## config.mk

```make
export PLATFORM = sky130hd
export DESIGN_NAME = uart_byte_receiver
export DESIGN_NICKNAME = d
export VERILOG_FILES = /design/src/rtl/uart_byte_receiver_pkg.sv /design/src/rtl/uart_byte_receiver_sync_byte_fifo.sv /design/src/rtl/uart_byte_receiver.sv
export SDC_FILE = /design/constraint.sdc
export NUM_CORES = 1
export LEC_CHECK = 0
export ABC_AREA = 1
export BUFFER_PORTS_ARGS = -buffer_cell sky130_fd_sc_hd__clkbuf_2
export CORE_MARGIN = 10
export CORE_UTILIZATION = 58
export DETAILED_ROUTE_END_ITERATION = 16
export GPL_ROUTABILITY_DRIVEN = 0
export PLACE_DENSITY = 0.75
export SLEW_MARGIN = 20
export SYNTH_ARGS = -nofsm -noshare
export SYNTH_HDL_FRONTEND = slang
export SYNTH_SLANG_ARGS = --single-unit
```

## constraint.sdc

```tcl
create_clock -name clk -period 3.1 [get_ports clk]
set_input_delay 0.62 -clock clk [delete_from_list [all_inputs] [get_ports clk]]
set_output_delay 0.62 -clock clk [all_outputs]
set_load 0.03 [all_outputs]
```

## src/rtl/uart_byte_receiver_pkg.sv

```systemverilog
// Shared types and constants for the UART byte receiver and its FIFO.
package uart_byte_receiver_pkg;

    localparam int UART_DATA_BITS = 8;

    typedef enum logic [2:0] {
        IDLE,
        START,
        DATA,
        STOP,
        WAIT_HIGH
    } uart_rx_state_e;

    // Width of a counter that must reach 2*clk_div-1.
    function automatic int baud_cnt_width(input int clk_div);
        return (clk_div < 1) ? 1 : $clog2(2 * clk_div);
    endfunction

endpackage

```

## src/rtl/uart_byte_receiver_sync_byte_fifo.sv

```systemverilog
// Single-clock first-word-fall-through byte FIFO; depth 2**ASIZE.
module sync_byte_fifo
    import uart_byte_receiver_pkg::*;
#(
    parameter int ASIZE = 4,
    parameter int WIDTH = UART_DATA_BITS
) (
    input  logic             clk,
    input  logic             resetn,
    input  logic             push,
    input  logic [WIDTH-1:0] wdata,
    input  logic             pop,
    output logic [WIDTH-1:0] rdata,
    output logic             full,
    output logic             empty,
    output logic [ASIZE:0]   level
);

    localparam int DEPTH = 1 << ASIZE;

    logic [WIDTH-1:0] mem_q [DEPTH];
    logic [ASIZE:0]   wr_cnt_q, wr_cnt_d;
    logic [ASIZE:0]   rd_cnt_q, rd_cnt_d;
    logic             push_ok;
    logic             pop_ok;

    // Counters carry one extra bit so full and empty are distinguishable.
    assign level   = wr_cnt_q - rd_cnt_q;
    assign empty   = (level == '0);
    assign full    = (level == (ASIZE + 1)'(DEPTH));
    assign pop_ok  = pop && !empty;
    // A pop in the same cycle frees the slot a full FIFO needs for the push.
    assign push_ok = push && (!full || pop_ok);
    assign rdata   = empty ? '0 : mem_q[rd_cnt_q[ASIZE-1:0]];

    // Next-state for the read/write counters.
    always_comb begin
        wr_cnt_d = wr_cnt_q + (ASIZE + 1)'(push_ok);
        rd_cnt_d = rd_cnt_q + (ASIZE + 1)'(pop_ok);
    end

    // Counter registers.
    // NOTE: sequential state uses non-blocking assignments so every flop samples pre-edge values.
    always_ff @(posedge clk or negedge resetn) begin
        if (!resetn) begin
            wr_cnt_q <= '0;
            rd_cnt_q <= '0;
        end else begin
            wr_cnt_q <= wr_cnt_d;
            rd_cnt_q <= rd_cnt_d;
        end
    end

    // Storage write.
    // NOTE: the array has no reset; contents are only visible through valid counters.
    always_ff @(posedge clk) begin
        if (push_ok) begin
            mem_q[wr_cnt_q[ASIZE-1:0]] <= wdata;
        end
    end

endmodule

```

## src/rtl/uart_byte_receiver.sv

```systemverilog
// 8N1 UART receiver: synchroniser, mid-bit sampling FSM, byte FIFO on a valid/ready port.
module uart_byte_receiver
    import uart_byte_receiver_pkg::*;
#(
    parameter int UART_CLK_DIV = 434,
    parameter int FIFO_ASIZE   = 4
) (
    input  logic                      clk,
    input  logic                      resetn,
    input  logic                      uart_rx,
    output logic [UART_DATA_BITS-1:0] rdata,
    output logic                      rvalid,
    input  logic                      rready,
    output logic [FIFO_ASIZE:0]       level,
    output logic                      frame_err,
    output logic                      overflow,
    input  logic                      clr_overflow
);

    localparam int               CNT_W     = baud_cnt_width(UART_CLK_DIV);
    localparam logic [CNT_W-1:0] HALF_LAST = CNT_W'(UART_CLK_DIV - 1);
    localparam logic [CNT_W-1:0] FULL_LAST = CNT_W'(2 * UART_CLK_DIV - 1);
    localparam logic [2:0]       LAST_IDX  = 3'(UART_DATA_BITS - 1);

    logic                      rx_meta_q, rx_s_q;
    uart_rx_state_e            state_q, state_d;
    logic [CNT_W-1:0]          cnt_q, cnt_d;
    logic [2:0]                idx_q, idx_d;
    logic [UART_DATA_BITS-1:0] shift_q, shift_d;
    logic                      frame_err_q, frame_err_d;
    logic                      overflow_q, overflow_d;
    logic                      push;
    logic                      pop;
    logic                      drop;
    logic                      fifo_full;
    logic                      fifo_empty;

    // Two-flop synchroniser; resets to the idle (high) line level.
    always_ff @(posedge clk or negedge resetn) begin
        if (!resetn) begin
            rx_meta_q <= 1'b1;
            rx_s_q    <= 1'b1;
        end else begin
            rx_meta_q <= uart_rx;
            rx_s_q    <= rx_meta_q;
        end
    end

    // Receive FSM next-state: counter reloads to zero on every state entry.
    // NOTE: every output gets a default first so no path leaves a latch behind.
    always_comb begin
        state_d     = state_q;
        cnt_d       = cnt_q + CNT_W'(1);
        idx_d       = idx_q;
        shift_d     = shift_q;
        frame_err_d = 1'b0;
        push        = 1'b0;
        unique case (state_q)
            IDLE: begin
                cnt_d = '0;
                if (!rx_s_q) state_d = START;
            end
            START: begin
                if (cnt_q == HALF_LAST) begin
                    cnt_d = '0;
                    if (rx_s_q) begin
                        state_d = IDLE;
                    end else begin
                        state_d = DATA;
                        idx_d   = '0;
                    end
                end
            end
            DATA: begin
                if (cnt_q == FULL_LAST) begin
                    cnt_d          = '0;
                    shift_d[idx_q] = rx_s_q;
                    if (idx_q == LAST_IDX) state_d = STOP;
                    else                   idx_d   = idx_q + 3'd1;
                end
            end
            STOP: begin
                if (cnt_q == FULL_LAST) begin
                    cnt_d = '0;
                    if (rx_s_q) begin
                        push    = 1'b1;
                        state_d = IDLE;
                    end else begin
                        frame_err_d = 1'b1;
                        state_d     = WAIT_HIGH;
                    end
                end
            end
            WAIT_HIGH: begin
                cnt_d = '0;
                if (rx_s_q) state_d = IDLE;
            end
            default: begin
                cnt_d   = '0;
                state_d = IDLE;
            end
        endcase
    end

    // FSM, counter, shift register and frame-error pulse registers.
    always_ff @(posedge clk or negedge resetn) begin
        if (!resetn) begin
            state_q     <= IDLE;
            cnt_q       <= '0;
            idx_q       <= '0;
            shift_q     <= '0;
            frame_err_q <= 1'b0;
        end else begin
            state_q     <= state_d;
            cnt_q       <= cnt_d;
            idx_q       <= idx_d;
            shift_q     <= shift_d;
            frame_err_q <= frame_err_d;
        end
    end

    assign pop  = rready && !fifo_empty;
    assign drop = push && fifo_full && !pop;

    // Sticky overflow: a drop wins over a simultaneous clear.
    always_comb begin
        overflow_d = overflow_q;
        if (drop)              overflow_d = 1'b1;
        else if (clr_overflow) overflow_d = 1'b0;
    end

    // Overflow flag register.
    always_ff @(posedge clk or negedge resetn) begin
        if (!resetn) overflow_q <= 1'b0;
        else         overflow_q <= overflow_d;
    end

    sync_byte_fifo #(
        .ASIZE (FIFO_ASIZE),
        .WIDTH (UART_DATA_BITS)
    ) u_fifo (
        .clk    (clk),
        .resetn (resetn),
        .push   (push),
        .wdata  (shift_q),
        .pop    (pop),
        .rdata  (rdata),
        .full   (fifo_full),
        .empty  (fifo_empty),
        .level  (level)
    );

    assign rvalid    = !fifo_empty;
    assign frame_err = frame_err_q;
    assign overflow  = overflow_q;

endmodule

```

==> After elaboration in Yosys (flattened, before gate mapping) <==
Memories as Yosys holds them, arrays and structs flattened.
Index checks and enable logic that the tools add are counted.
{ "word_totals": {"regBits": 38, "ramBits": 128, "inputBits": 5, "out_inout_bits": 16, "word_cells": 83, "n_memories": 1} }
{ "memory_table": {"columns": ["memory", "words", "width", "read_ports", "rd_clocked_by_memory_dff", "wr", "line", "rtl"], "rows": [
  ["u_fifo.mem_q", 16, 8, 1, 0, 1, "uart_byte_receiver_sync_byte_fifo.sv:21", "logic [WIDTH-1:0] mem_q [DEPTH];"]
]} }
{ "classes": {"add_sub_neg": 5, "n_lt_le_gt_ge": 2, "eq_ne": 16, "mux": 31, "reduce_logical": 18} }
{ "op_table": {"columns": ["cell", "count"], "rows": [
  ["$mux 3", 11],
  ["$mux 10", 2],
  ["$pmux 10 s2", 1],
  ["$ne 2x2->1 const B", 8],
  ["$pmux 3 s5", 1],
  ["$mux 1", 11],
  ["$add 10x1->10 const B", 1],
  ["$add 5x1->5", 2],
  ["$eq 10x10->1 const B", 1],
  ["$eq 10x9->1 const B", 1],
  ["$bwmux 8", 1],
  ["$mux 8", 1],
  ["$eq 3x2->1 const B", 2],
  ["$eq 3x3->1 const B", 2],
  ["$logic_and 1x1->1", 6],
  ["$pmux 3 s2", 1],
  ["$reduce_and 6->1", 1],
  ["$eq 5x5->1 const B", 1],
  ["$logic_not 5->1", 1],
  ["$reduce_and 5->1", 1],
  ["$sub 5x5->5", 1],
  ["$lt 3x4->1 const B", 1],
  ["$reduce_bool 2->1", 2],
  ["$add 3x1->3 const B", 1],
  ["other kinds (9)", 11]
]} }

==> Longest topological paths before layout <==
{ "logic_depth": {"word_depth": 9, "ltp_mapped": 16, "depth_no_buf": 15} }

==> Modules after synthesis <==
A second synthesis with hierarchy kept.
{ "unflattened": {"hier_cells": 730, "area_unflattened_um2": 7417.1} }
{ "modules_own_cells": {"columns": ["module", "n_inst", "cells_per_inst", "area_each_um2", "seq_area_each_um2"], "rows": [
  ["sync_byte_fifo", 1, 527, 5871.9, 4093.9],
  ["uart_byte_receiver", 1, 203, 1545.2, 703.2]
]} }

==> Worst setup path before layout <==
No wires, ideal clock.
{ "synth_timing": {"path_type": "reg-to-output", "from": "reg u_fifo.rd_cnt_q[1]", "to": "out rdata[0]", "arrival_ns": 2.264, "required_ns": 2.480, "path_slack_ns": 0.216, "stages_incl_launch_ff": 11, "path_cell_list": "dfrtp_1 buf_2 inv_1 buf_2 fa_1 nor2_1 nand2_1 nor2_1 inv_1 nor2_4 nor2_1"} }
{ "synth_via": {"elab_chain_cells": 3, "word_cells_on_any_way": 4} }
{ "synth_lines": {"columns": ["item", "line", "rtl"], "rows": [
  ["from (decl)", "uart_byte_receiver_sync_byte_fifo.sv:23", "logic [ASIZE:0] rd_cnt_q, rd_cnt_d;"],
  ["from (signal assigned)", "uart_byte_receiver_sync_byte_fifo.sv:50", "rd_cnt_q <= rd_cnt_d;"],
  ["$sub 5x5->5", "uart_byte_receiver_sync_byte_fifo.sv:28", "assign level = wr_cnt_q - rd_cnt_q;"],
  ["named net level[1]", "uart_byte_receiver.sv:14", "output logic [FIFO_ASIZE:0] level,"],
  ["$logic_not 5->1", "uart_byte_receiver_sync_byte_fifo.sv:29", "assign empty = (level == '0);"],
  ["$mux 8", "uart_byte_receiver_sync_byte_fifo.sv:34", "assign rdata = empty ? '0 : mem_q[rd_cnt_q[ASIZE-1:0]];"],
  ["to (decl)", "uart_byte_receiver.sv:11", "output logic [UART_DATA_BITS-1:0] rdata,"]
]} }
The timed path passes the listed nets, and every way through them passes these cells.

==> Worst setup path after layout <==
{ "layout_timing": {"from": "reg u_fifo.wr_cnt_q[0]", "to": "out rdata[3]"} }
{ "layout_via": {"elab_chain_cells": 3} }
{ "layout_lines": {"columns": ["item", "line", "rtl"], "rows": [
  ["from (decl)", "uart_byte_receiver_sync_byte_fifo.sv:22", "logic [ASIZE:0] wr_cnt_q, wr_cnt_d;"],
  ["from (signal assigned)", "uart_byte_receiver_sync_byte_fifo.sv:49", "wr_cnt_q <= wr_cnt_d;"],
  ["$sub 5x5->5", "uart_byte_receiver_sync_byte_fifo.sv:28", null],
  ["$logic_not 5->1", "uart_byte_receiver_sync_byte_fifo.sv:29", null],
  ["$mux 8", "uart_byte_receiver_sync_byte_fifo.sv:34", null]
]} }
No other way between the ends.

==> results.toml <==
[power_and_ir_drop]
combPwrFrac_pct = 32.1
switching_share_pct = 33.7
p_int_mw = 4.62
power.switching_mw = 2.35
p_total_mw = 6.96
clkPwrFrac_pct = 33.0
power_frac_seq_pct = 34.9
power_leakage_nw = 3.55
power_density_nw_per_um2 = 833
ir_worst_vdd_v = 0.000769

[critical_path]
worstPathMaxFanout = 10
worstPathArrival_ns = 2.39
worst-r2r-cell-count = 12
cp-end-kind = "output port"
required_ns = 2.48
worstSetupStartpointType = "flip-flop"
critPathKind = "flip-flop to output port"

[sta]
layout_min_cycle_time_ns = 3.01
finalSetupViolCount = 0
fmax_mhz = 332
hold_ws_ns = 0.277
fin_tns_setup_ns = 0
worst_pin_slew_ns = 0.929
max_slew_margin_pct = 38.1
maxSlewViolCount = 0
finalClockSkew_ns = 0.00785
period_share_pct = 97.2
finalHoldViolCount = 0

[die]
die_h_um = 132
initial_core_util_pct = 59.5
placementRows = 40
dieArea_um2 = 17300
core-area_um2 = 12100
die_x_um = 132
ios = 21

[yosys]
yosysUniqueCellTypes = 30
netlist.area_leader.share_pct = 53.3
ys_warn_count = 0
ys_ff_latch = 166
syn_area_per_cell_um2 = 10.5
synth.largest_area_cell = "edfxtp_1"
syn-num-nets = 705
netlist_top_cells_area = "edfxtp_1 53%, dfrtp_1 12%, nand2_1 12%"
synth_area_um2 = 7210
seq_area_frac_synth_pct = 66.5
synthCells = 687

[final_layout]
syn_to_final_growth_pct = 16.0
drive_above_1_share_pct = 13.8
utilization_pct = 69.0
antenna_cells = 0
nFillCells = 874
nets = 753
instances_no_fill = 915

[grt]
grt_max_degree = 66
antenna_found_initial = 0
grt_pass1_wl_mm = 25.9
grt_pass1_vias = 5045
overflow = 0
grt_usage_pct = 18.8

[routing]
post-route-drc-count = 0
routedWlPerCell_um = 17.2
drt_pass1_iterations = 5
ant_nets = 0
viasPerCell = 5.60
vias = 5123
wl_mm = 15.8
drtIter0Drc = 525

[clock_network]
numCtsBuffers = 17
cts_hold_repair.buffers = 0
cts_tree = "done"
clk_pin_slew_ns = 0.06
clk_path_buf_depth = 2
numClockSinks = 166
cts_root_buffer = "clkbuf_16"
clock_latency_ns = 0.42
htreeDepth = 4

[placement]
place_inst = 877
port-buffer-count = 20
hpwl_mm = 9.91

[min_path]
hold_class = "input pin to flip-flop"
worstHoldPathCells = 1

[status]
status = "finished clean"

[flow_run]
max-cap-violations = 0
## state kept, by name (all words and copies together), names as in the netlist
| register | cells |
|---|---|
| state_q | 3 |
| idx_q | 3 |
| rx_meta_q | 1 |
| u_fifo.wr_cnt_q | 5 |
| rx_s_q | 1 |
| frame_err | 1 |
| cnt_q | 10 |
| u_fifo.rd_cnt_q | 5 |
| overflow | 1 |
| shift_q | 8 |
| u_fifo.mem_q | 128 |
## cell usage after synthesis, drive strengths merged
cell type / count
nand2: 227
edfxtp: 128
nand3: 117
nor2: 61
dfrtp: 36
inv: 36
buf: 12
ha: 12
clkbuf: 11
o21ai: 11
xor2: 9
a21oi: 5
nor3: 5
nand3b: 4
clkinv: 2
dfstp: 2
nand4: 2
or2: 2
xnor2: 2
fa: 1
o21bai: 1
o22ai: 1
## worst paths after layout
kind	startpoint	to	slack, ns
worst max-delay path	u_fifo.wr_cnt_q[0]	rdata[3]	0.09
worst max register to register	u_fifo.wr_cnt_q[0]	u_fifo.mem_q[12][3]	0.57
worst min register to register	rx_meta_q	rx_s_q	0.36
min in group asynchronous	resetn	cnt_q[7]	0.33
max in group asynchronous	resetn	u_fifo.wr_cnt_q[2]	2.14
worst min-delay path	uart_rx	rx_meta_q	0.28
## critical path, stage by stage, from the launching register on
cell and delay, ns:
dfrtp_1 0.39, inv_2 0.07, ha_2 0.17, inv_2 0.05, fa_2 0.37, xnor2_2 0.19
nand2_1 0.08, nor2_2 0.10, inv_1 0.08, nor2_4 0.12, buf_12 0.14, nor2_1 0.05
buf_4 0.16
## area by class of cell
cell class,count,area (um2),share of cell area [%]
sequential,166,4800,57.4
multi-input combinational,460,2190,26.2
clock buffer,21,440,5.27
timing repair buffer,52,380,4.55
tap,168,210,2.51
clock inverter,10,201,2.41
inverter,38,143,1.71
## logic make-up (layout without fill, tap and decap cells)
| group | Yosys count | count (layout) | share of synthesized area [%] |
|---|---|---|---|
| xor gates and xnor gates | 11 | 11 | 1.34 |
| buffers and inverters | 61 | 121 | 3.37 |
| DFF | 166 | 166 | 66.5 |
| AOI/OAI and AO/OA | 18 | 18 | 1.35 |
| and+or+nand+nor | 418 | 418 | 25.1 |
| adders and majority gates | 13 | 13 | 2.36 |
## routing by layer
metal,share of wire [%],GRT usage (%),vias up
met2,49,30.3,192
li1,-,-,2413
met4,2.8,8.41,0
met5,0,0,-
met3,7.2,4.57,35
met1,41,23.5,2483
## layout by cell type, fill, tap and decap left out, types with 5 or more instances in the layout
master,instances
nor3_1,5
a21oi_1,5
buf_4,36
nor2_1,54
nand2_1,227
inv_1,31
clkbuf_16,17
o21ai_1,5
ha_1,10
o21ai_0,5
nor2_2,5
edfxtp_1,128
clkbuf_2,12
dfrtp_1,34
bufinv_16,6
inv_2,5
nand3_1,113
xor2_1,9
## what timing repair did
action	in CTS	in global routing
pin swaps	3	0
setup endpoints to repair	9	9
resized for setup	3	25
endpoints found under the hold margin	0	0
setup buffers	5	2
## stage by stage
| step | instance area [um2] | setup slack [ns] |
|---|---|---|
| floorplan | 7210 | 0.216 |
| global placement | 7620 | 0.401 |
| detailed placement | 7620 | 0.252 |
| CTS | 8320 | 0.0103 |
| global route | 8360 | -0.000671 |
| finish | 8360 | 0.0858 |
## power groups by stage
stage | combinational [mW] | sequential, mW | clock (mW)
after floorplan | 1.45 | 2.47 | 0
after global routing | 2.44 | 2.43 | 2.41
after detailed placement | 2.08 | 2.48 | 0
after global placement | 2.05 | 2.47 | 0
after CTS | 2.16 | 2.43 | 2.32
final | 2.23 | 2.43 | 2.30
No activity file was read; power rests on OpenSTA's default activity.
